**src/rtl/instr_fetch_unit_pkg.sv**
```systemverilog
// Purpose : shared fetch-stage types and address constants for mips_cpu,
//           the instruction-fetch testbench and the RAM models.
// Contents: fetch_state_t, RESET_VECTOR_DEFAULT, HALT_ADDR_DEFAULT, pc_add().
package mips_fetch_pkg;

  // Fetch sequencer states. A redirect taken in RUN first presents the
  // delay slot (DELAY), then lands on the target, halts or faults.
  typedef enum logic [1:0] {
    RUN    = 2'd0,
    DELAY  = 2'd1,
    HALTED = 2'd2,
    FAULT  = 2'd3
  } fetch_state_t;

  localparam logic [31:0] RESET_VECTOR_DEFAULT = 32'hBFC0_0000;
  localparam logic [31:0] HALT_ADDR_DEFAULT    = 32'h0000_0000;

  // PC arithmetic is plain 32-bit unsigned and wraps modulo 2^32.
  function automatic logic [31:0] pc_add(input logic [31:0] base,
                                         input logic [31:0] offset);
    return base + offset;
  endfunction

endpackage

```
**src/rtl/instr_fetch_unit_if.sv**
```systemverilog
// Purpose : combinational instruction-memory bus between the fetch unit and
//           the instruction RAM.
// Signals : instr_address (fetch side -> RAM), instr_readdata (RAM -> fetch).
interface instr_fetch_unit_if;

  logic [31:0] instr_address;
  logic [31:0] instr_readdata;

  // Fetch unit drives the address and consumes the returned word.
  modport master (
    output instr_address,
    input  instr_readdata
  );

  // Instruction RAM answers the address in the same cycle.
  modport slave (
    input  instr_address,
    output instr_readdata
  );

endinterface

```
**src/rtl/instr_fetch_unit.sv**
```systemverilog
// Purpose : owns the PC, fetches from instruction RAM and sequences MIPS
//           branch delay slots; halts on a redirect to HALT_ADDR.
// Ports   : clk, reset (sync, active-high), clk_enable (0 = full stall),
//           redirect_valid/redirect_target from decode, imem (master side of
//           the instruction-memory bus), instr/pc/pc_plus8 to decode,
//           in_delay_slot/active/fault status.
module instr_fetch_unit
  import mips_fetch_pkg::*;
#(
  parameter logic [31:0] RESET_VECTOR = RESET_VECTOR_DEFAULT,
  parameter logic [31:0] HALT_ADDR    = HALT_ADDR_DEFAULT
) (
  input  logic                        clk,
  input  logic                        reset,
  input  logic                        clk_enable,
  input  logic                        redirect_valid,
  input  logic [31:0]                 redirect_target,
  instr_fetch_unit_if.master          imem,
  output logic [31:0]                 instr,
  output logic [31:0]                 pc,
  output logic [31:0]                 pc_plus8,
  output logic                        in_delay_slot,
  output logic                        active,
  output logic                        fault
);

  // State codes kept as plain 2-bit constants so the register can be
  // probed and compared without enum casts.
  localparam logic [1:0] ST_RUN    = RUN;
  localparam logic [1:0] ST_DELAY  = DELAY;
  localparam logic [1:0] ST_HALTED = HALTED;
  localparam logic [1:0] ST_FAULT  = FAULT;

  logic [31:0] pc_q, pc_d;
  logic [31:0] pending_q, pending_d;
  logic [1:0]  state_q, state_d;

  logic [31:0] pc_seq;
  logic        pending_is_halt;
  logic        pending_misaligned;

  assign pc_seq             = pc_add(pc_q, 32'd4);
  assign pending_is_halt    = (pending_q == HALT_ADDR);
  assign pending_misaligned = (pending_q[1:0] != 2'b00);

  // Next-state logic. With clk_enable low everything holds and redirects
  // are dropped. HALTED and FAULT are sticky until reset.
  always_comb begin
    pc_d      = pc_q;
    pending_d = pending_q;
    state_d   = state_q;
    if (clk_enable) begin
      case (state_q)
        ST_RUN: begin
          // The sequential successor is the delay slot when a redirect is
          // taken, so pc always advances by 4 here.
          pc_d = pc_seq;
          if (redirect_valid) begin
            pending_d = redirect_target;
            state_d   = ST_DELAY;
          end
        end
        ST_DELAY: begin
          // A branch sitting in the delay slot is ignored. Alignment is
          // only judged here, after the delay slot has been presented.
          if (pending_is_halt) begin
            pc_d    = HALT_ADDR;
            state_d = ST_HALTED;
          end else if (pending_misaligned) begin
            state_d = ST_FAULT;
          end else begin
            pc_d    = pending_q;
            state_d = ST_RUN;
          end
        end
        default: begin
          // ST_HALTED / ST_FAULT: hold.
        end
      endcase
    end
  end

  always_ff @(posedge clk) begin
    if (reset) begin
      pc_q      <= RESET_VECTOR;
      pending_q <= 32'h0;
      state_q   <= ST_RUN;
    end else begin
      pc_q      <= pc_d;
      pending_q <= pending_d;
      state_q   <= state_d;
    end
  end

  // Outputs come straight from registered state; the RAM is combinational
  // so there is no extra fetch latency.
  assign imem.instr_address = pc_q;
  assign pc                 = pc_q;
  assign pc_plus8           = pc_add(pc_q, 32'd8);
  assign active             = (state_q == ST_RUN) || (state_q == ST_DELAY);
  assign fault              = (state_q == ST_FAULT);
  assign in_delay_slot      = (state_q == ST_DELAY);
  // A stopped core feeds nops (all-zero word) into decode.
  assign instr              = active ? imem.instr_readdata : 32'h0;

endmodule
```
**src/flat_wrapper.sv**
```systemverilog
// flat-port wrapper written by rule: the top's interface ports become plain ports
module instr_fetch_unit_flat import mips_fetch_pkg::*;
#(
  parameter logic [31:0] RESET_VECTOR = RESET_VECTOR_DEFAULT,
  parameter logic [31:0] HALT_ADDR    = HALT_ADDR_DEFAULT
)
  (clk, reset, clk_enable, redirect_valid, redirect_target, instr, pc, pc_plus8, in_delay_slot, active, fault, imem_instr_address, imem_instr_readdata);
  instr_fetch_unit_if imem_i ();
  input  logic clk;
  input  logic reset;
  input  logic clk_enable;
  input  logic redirect_valid;
  input  logic [31:0] redirect_target;
  output logic [31:0] instr;
  output logic [31:0] pc;
  output logic [31:0] pc_plus8;
  output logic in_delay_slot;
  output logic active;
  output logic fault;
  output wire logic [$bits(imem_i.instr_address)-1:0] imem_instr_address;
  input wire logic [$bits(imem_i.instr_readdata)-1:0] imem_instr_readdata;
  assign imem_instr_address = imem_i.instr_address;
  assign imem_i.instr_readdata = imem_instr_readdata;
  instr_fetch_unit #(.RESET_VECTOR(RESET_VECTOR), .HALT_ADDR(HALT_ADDR)) u_core (.clk(clk), .reset(reset), .clk_enable(clk_enable), .redirect_valid(redirect_valid), .redirect_target(redirect_target), .imem(imem_i), .instr(instr), .pc(pc), .pc_plus8(pc_plus8), .in_delay_slot(in_delay_slot), .active(active), .fault(fault));
endmodule
```
**config.mk**
```make
export PLATFORM = sky130hd
export DESIGN_NAME = instr_fetch_unit_flat
export DESIGN_NICKNAME = d
export VERILOG_FILES = /design/src/rtl/instr_fetch_unit_pkg.sv /design/src/rtl/instr_fetch_unit_if.sv /design/src/rtl/instr_fetch_unit.sv /design/src/flat_wrapper.sv
export SDC_FILE = /design/constraint.sdc
export NUM_CORES = 1
export LEC_CHECK = 0
export ABC_AREA = 1
export CAP_MARGIN = 20
export CORE_MARGIN = 5
export CORE_UTILIZATION = 43
export CTS_CLUSTER_DIAMETER = 80
export DETAILED_ROUTE_END_ITERATION = 7
export PLACE_DENSITY = 0.81
export SYNTH_ARGS = -nofsm -noshare
export SYNTH_HDL_FRONTEND = slang
export SYNTH_SLANG_ARGS = --single-unit
```
**constraint.sdc**
```tcl
create_clock -name clk -period 2.53 [get_ports clk]
set_clock_uncertainty 0.05 [all_clocks]
set_input_delay 0.506 -clock clk [delete_from_list [all_inputs] [get_ports clk]]
set_output_delay 0.506 -clock clk [all_outputs]
set_load 0.1 [all_outputs]
```
==> results.py, run 1 <==
metrics = {
    "global_routing": {
        "grt_usage_pct": 26.58,
        "grt_first_pass_wirelength_um": 27100,
        "grt_pass1_vias": 5182,
        "antenna_found_initial": 0,
        "grt_max_degree": 47,
        "grt-ovfl-total": 0,
    },
    "synth": {
        "synth_cell_type_count": 37,
        "synth_nets": 798,
        "synth.most_common_cell": "nor2_1",
        "synth_area_leader_cell": "dfxtp_1",
        "ys_seq_elements": 66,
        "synth_flop_cell": "dfxtp_1",
        "synth_warnings": 0,
        "syn_inst": 728,
        "seq_area_frac_synth_pct": 28.70,
        "synth_edf_count": 0,
        "yosysTopAreaCellShare_pct": 28.70,
        "synth_common_cells": "nor2_1 (130), nand2_1 (126), inv_1 (93), dfxtp_1 (66)",
        "syn_area_um2": 4603,
        "avgSynthCellArea_um2": 6.323,
        "async_flop_share_pct": 0,
        "synthTopCellsByArea": "dfxtp_1 (29%), nor2_1 (11%), nand2_1 (10%)",
    },
    "flow_run": {
        "drv_cap": 0,
    },
    "timing": {
        "worst_pin_slew_ps": 468.6,
        "finalCriticalPeriod_ps": 2546,
        "rsz0062_at_grt": "true",
        "relSlewSlack_pct": 68.49,
        "final_max_slew_viol_count": 0,
        "hold_violations": 0,
        "setup_viol": 3,
        "setup_slack_ps": -16.12,
        "finalCritPeriodShare_pct": 100.6,
        "finalSetupTns_ps": -26.90,
        "whs_ps": 412.9,
        "fmax_mhz": 392.8,
    },
    "floorplan": {
        "fp.dieW_um": 113.5,
        "core_um2": 10370,
        "rows": 37,
        "fp.dieArea_um2": 12870,
        "initial_core_util_pct": 44.39,
        "ios": 199,
        "fp.dieH_um": 113.5,
    },
    "cts": {
        "clockRootBuffer": "clkbuf_8",
        "cts_tree": "built",
        "clk-insertion-delay-late_ps": 350,
        "cts.sinks": 66,
        "cts_inserted_buffers": 9,
        "cts_buffer_depth": 2,
        "htreeDepth": 3,
        "clkSlewWorstSetupHoldPaths_ps": 80,
        "holdBufCountCts": 0,
    },
    "finish": {
        "syn2layout_area_growth_pct": 78.15,
        "nets": 994,
        "regArea_um2": 1411,
        "diodes": 0,
        "nFillCells": 755,
        "post_route_cells_drive_above_1_share_pct": 35.09,
        "multiInputGateArea_um2": 3154,
        "final_area_um2": 8200,
    },
    "power": {
        "p_sw_share_pct": 48.63,
        "ir_drop_mv": 0.5262,
        "power_density_nw_per_um2": 565.6,
        "internal_power_w": 0.002383,
        "p_total_w": 0.004638,
        "seqPwrFrac_pct": 26.9,
        "combPwrFrac_pct": 51.4,
        "power.switching_w": 0.002255,
        "p_leak_nw": 3.821,
        "pwr-share-clk_pct": 21.7,
    },
    "routing": {
        "antenna_left": 0,
        "wl_um": 17920,
        "via_count": 5443,
        "vias_per_cell": 5.111,
        "drc": 0,
        "wl_per_cell_um": 16.82,
        "drtIter0Drc": 356,
        "firstDrtPassIters": 5,
    },
    "hold_path": {
        "hold_start": "u_core.pending_q[4]",
        "min_path_type": "flip-flop to flip-flop",
    },
    "setup_path": {
        "startpoint_type": "flip-flop",
        "rr_startpoint": "u_core.imem.instr_address[3]",
        "required_ps": 1970,
        "critPathSlowestCell": "dfxtp_4",
        "startpoint": "u_core.imem.instr_address[3]",
        "path_class": "flip-flop to output port",
        "path_cells": "buf_12 > clkinvlp_4 > nor2_4 > nand4_1 > nor2_4 > buf_4 > xor2_4 > buf_12",
        "reg2reg_slack_ps": 510,
        "arrival_ps": 1990,
        "critPathCaptureType": "output port",
        "max_stage_delay_ps": 380,
        "cp_max_fo": 4,
    },
    "place": {
        "place.port_buffers": 198,
        "dp_hpwl_um": 14010,
        "pre_cts_ws_ps": 104.1,
        "globalplace.congestion": 0.9448,
        "dpl_cell_area_um2": 7560,
    },
    "run_status": {
        "violations": "setup timing",
        "outcome": "finished with violations",
    },
}
[stage by stage]
step / std cells / utilization, %
2_1_floorplan: 728 / -
3_3_place_gp: 1019 / 72.90
3_5_place_dp: 1019 / 72.90
4_1_cts: 1047 / 76.67
5_1_grt: 1065 / 79.08
6_report: 1065 / 79.08
[cell families after synthesis]
kind of cell	share of synthesized area, %
AND/OR/NAND/NOR	34.17
buffers and inverters	17.12
AO/OA/AOI/OAI	14.13
flip-flops	28.70
XOR/XNOR	5.328
adder cells (fa/ha/maj)	0.5435
[flip-flops by register name (all words and copies together), names as in the netlist]
signal / flops
u_core.pending_q: 32
u_core.state_q: 2
u_core.imem.instr_address: 32
[power by group through the flow]
stage	Clock, W	Sequential (W)	Combinational (W)
after global placement	0	0.00128	0.00229
after CTS	0.00102	0.00125	0.00234
after global routing	0.00106	0.00126	0.00248
after detailed placement	0	0.00129	0.00230
after floorplan	0	0.00154	0.00137
final	0.00101	0.00125	0.00239
[final cells by class]
cell class                      instances  area share, %
Clock buffer                           10          1.556
Clock inverter                          6          1.083
Inverter                              103          4.760
Multi-Input combinational cell        495          38.47
Sequential cell                        66          17.21
Tap cell                              136          2.075
Timing Repair Buffer                  249          34.85
[worst max-delay path, delay by kind of cell, from the launching register on]
kind | cells | cell delay, ps
simple gates | 3 | 560
flops | 1 | 380
xor+xnor | 1 | 160
buf+inv | 4 | 530
[routing by layer]
metal | vias up | routed length (µm) | global-route usage (%)
met5 | - | 0 | 0
met4 | 0 | 332 | 7.933
met3 | 29 | 1463 | 4.350
met2 | 236 | 8939 | 44.99
met1 | 2543 | 7184 | 34.77
li1 | 2635 | - | -
[final timing paths]
| kind | end | cells past startpoint |
|---|---|---|
| max reg2reg | u_core.imem.instr_address[26] | 11 |
| min | u_core.imem.instr_address[4] | 2 |
| min reg2reg | u_core.imem.instr_address[4] | 2 |
| max | pc_plus8[20] | 8 |
[cells in the final DEF (no fill, tap or decap), types with 9 or more instances in the layout]
cell / synthesis / layout
xor2_4: 0 / 22
o21ai_0: 48 / 48
nand3_1: 46 / 44
dfxtp_1: 66 / 40
nand2_1: 126 / 113
inv_2: 10 / 10
nor2_1: 130 / 117
nor2_4: 8 / 19
buf_4: 37 / 115
nand2_2: 7 / 14
buf_12: 0 / 65
nand2_4: 3 / 9
dfxtp_4: 0 / 23
clkdlybuf4s50_1: 0 / 67
clkbuf_8: 0 / 9
a21oi_1: 48 / 48
inv_1: 93 / 92
[repair_timing]
action | CTS | global route
buffers inserted | 12 | 19
endpoints found under the hold margin | 0 | 0
pin swaps | 9 | 18
setup endpoints to repair | 16 | 18
gates resized for setup | 16 | 27
(Power assumes the default switching activity.)
==> run 2: changes to the inputs <==
CORE_UTILIZATION = 44   (was 43)
CTS_BUF_LIST = sky130_fd_sc_hd__clkbuf_4 sky130_fd_sc_hd__clkbuf_8   (was unset)
PLACE_DENSITY = 0.83   (was 0.81)
==> run 2 against run 1 <==
The run still ends with setup timing left. Sequential share of layout area up 0.17 points. Critical path depth up 2. Worst hold slack better by 9.7 ps. Sequential power about the same. Die area down 2.1%. First-iteration DRC count up 1.1%. Register-to-register slack better by 70 ps. Clock-buffer cell count unchanged. Largest power group unchanged.
==> results.py, run 2 (synthesized netlist as in run 1, its figures left out) <==
metrics = {
    "setup_path": {
        "path_common_cell": "nor2_4",
        "arrival_ps": 2010,
        "path_class": "flip-flop to output port",
        "startpoint_type": "flip-flop",
        "worst-r2r-cell-count": 12,
        "path_buf_inv": 2,
        "critPathSlowestCell": "dfxtp_4",
        "critPathCaptureType": "output port",
        "path_cells": "ha_4 > nand3_4 > nor2_4 > nand2_4 > nor2_4 > nand2_4 > nor2_4 > buf_12 > xor2_4 > buf_12",
        "cp_max_fo": 3,
        "cp_top_family": "simple AND/OR/NAND/NOR gates",
        "crit_cells": 10,
        "required_ps": 1970,
        "max_stage_delay_ps": 380,
    },
    "floorplan": {
        "fp.dieW_um": 112.3,
        "ios": 199,
        "core_um2": 10280,
        "initial_core_util_pct": 44.79,
        "fp.dieArea_um2": 12610,
        "rows": 37,
        "fp.dieH_um": 112.3,
    },
    "routing": {
        "vias_per_cell": 5.164,
        "via_count": 5463,
        "wl_per_cell_um": 16.90,
        "firstDrtPassIters": 5,
        "antenna_left": 0,
        "drtIter0Drc": 360,
        "drc": 0,
        "wl_um": 17880,
    },
    "finish": {
        "mostFrequentLayoutCells": "nor2_1 (117), nand2_1 (113), buf_4 (109), inv_1 (92), clkdlybuf4s50_1 (67)",
        "nFillCells": 736,
        "syn2layout_area_growth_pct": 76.43,
        "fin_util_pct": 79.02,
        "regArea_um2": 1411,
        "final_area_um2": 8122,
        "diodes": 0,
        "multiInputGateArea_um2": 3128,
        "post_route_cells_drive_above_1_share_pct": 34.71,
        "mostFrequentLayoutCell": "nor2_1",
        "nets": 987,
    },
    "global_routing": {
        "grt_max_degree": 47,
        "grt-ovfl-total": 0,
        "grt_first_pass_wirelength_um": 27510,
        "grt_pass1_vias": 5283,
        "antenna_found_initial": 0,
        "grt_usage_pct": 27.10,
    },
    "hold_path": {
        "min_path_type": "flip-flop to flip-flop",
        "hold_depth": 2,
    },
    "cts": {
        "holdBufCountCts": 0,
        "clk-insertion-delay-late_ps": 340,
        "clkSlewWorstSetupHoldPaths_ps": 70,
        "clockRootBuffer": "clkbuf_8",
        "cts_tree": "built",
        "htreeDepth": 3,
        "cts_buffer_depth": 2,
        "cts_inserted_buffers": 9,
        "cts.sinks": 66,
    },
    "place": {
        "dpl_cell_area_um2": 7537,
        "globalplace.congestion": 0.9537,
        "dp_hpwl_um": 13950,
        "place.port_buffers": 198,
    },
    "power": {
        "p_leak_nw": 3.733,
        "power_density_nw_per_um2": 568.5,
        "ir_drop_mv": 0.3271,
    },
    "timing": {
        "setup_viol": 4,
        "worst_pin_slew_ps": 662.3,
        "fmax_mhz": 389.0,
        "final_max_slew_viol_count": 0,
        "finalCritPeriodShare_pct": 101.6,
        "setup_slack_ps": -40.92,
        "rsz0062_at_grt": "true",
        "hold_violations": 0,
        "relSlewSlack_pct": 55.78,
        "finalCriticalPeriod_ps": 2571,
    },
    "flow_run": {
        "drv_cap": 0,
    },
    "run_status": {
        "outcome": "finished with violations",
        "violations": "setup timing",
    },
}
==> run 2: cell count changes in the layout (fill, tap and decap cells not counted), sizes merged <==
cell,before,now
buf,182,175
==> run 2: final timing paths <==
path                           startpoint                            end  slack (ps)
max          u_core.imem.instr_address[3]                   pc_plus8[25]         -40
min                   u_core.pending_q[3]   u_core.imem.instr_address[3]         420
max reg2reg  u_core.imem.instr_address[3]  u_core.imem.instr_address[14]         580
min reg2reg           u_core.pending_q[3]   u_core.imem.instr_address[3]         420
==> run 2: layout make-up <==
type,count,share of cell area [%]
Clock inverter,6,1.094
Inverter,103,4.807
Clock buffer,10,1.618
Timing Repair Buffer,242,34.49
Multi-Input combinational cell,495,38.51
Tap cell,136,2.095
Sequential cell,66,17.38
==> run 2: layer usage <==
layer / vias to the layer above / wire [µm] / GRT usage [%]
met4: 0 / 353 / 7.933
met1: 2556 / 7057 / 35.38
met5: - / 0 / 0
met3: 31 / 1263 / 3.504
met2: 253 / 9204 / 46.88
li1: 2623 / - / -
==> run 2: what timing repair did <==
item                       in CTS  in global routing
gates resized for setup        11                 27
setup endpoints to repair      16                 18
pin swaps                      11                 10
buffers inserted               15                 11
==> run 2: worst register-to-register path, cell delays in order, from the launching register on <==
cell and delay (ps):
dfxtp_4 380, buf_4 150, ha_1 220, inv_1 130, nor2_4 240, nand2_1 120, inv_2 130, nand2_1 70
nand2_1 80, nand3_1 80, o211ai_1 100, nand2_1 90, inv_1 70
==> run 2: metrics by stage <==
step                      TNS, ps  total power, W  std cells  hold WS [ps]  worst slack (ps)
final                      -83.59        0.004617       1058         422.6            -40.92
after global routing       -678.6        0.004771       1058         455.8            -142.3
after CTS                  -269.9        0.004597       1047         425.7            -93.12
after detailed placement        0        0.003582       1016         412.2             86.47
after global placement          0        0.003556       1016         397.7             136.1
after floorplan             -7344        0.002911        728         392.2            -665.6
==> run 2: power by group <==
part           internal, W  total (W)  switching [W]
Sequential         0.00112    0.00125       0.000128
Combinational     0.000690    0.00236        0.00167
Clock             0.000570    0.00100       0.000434
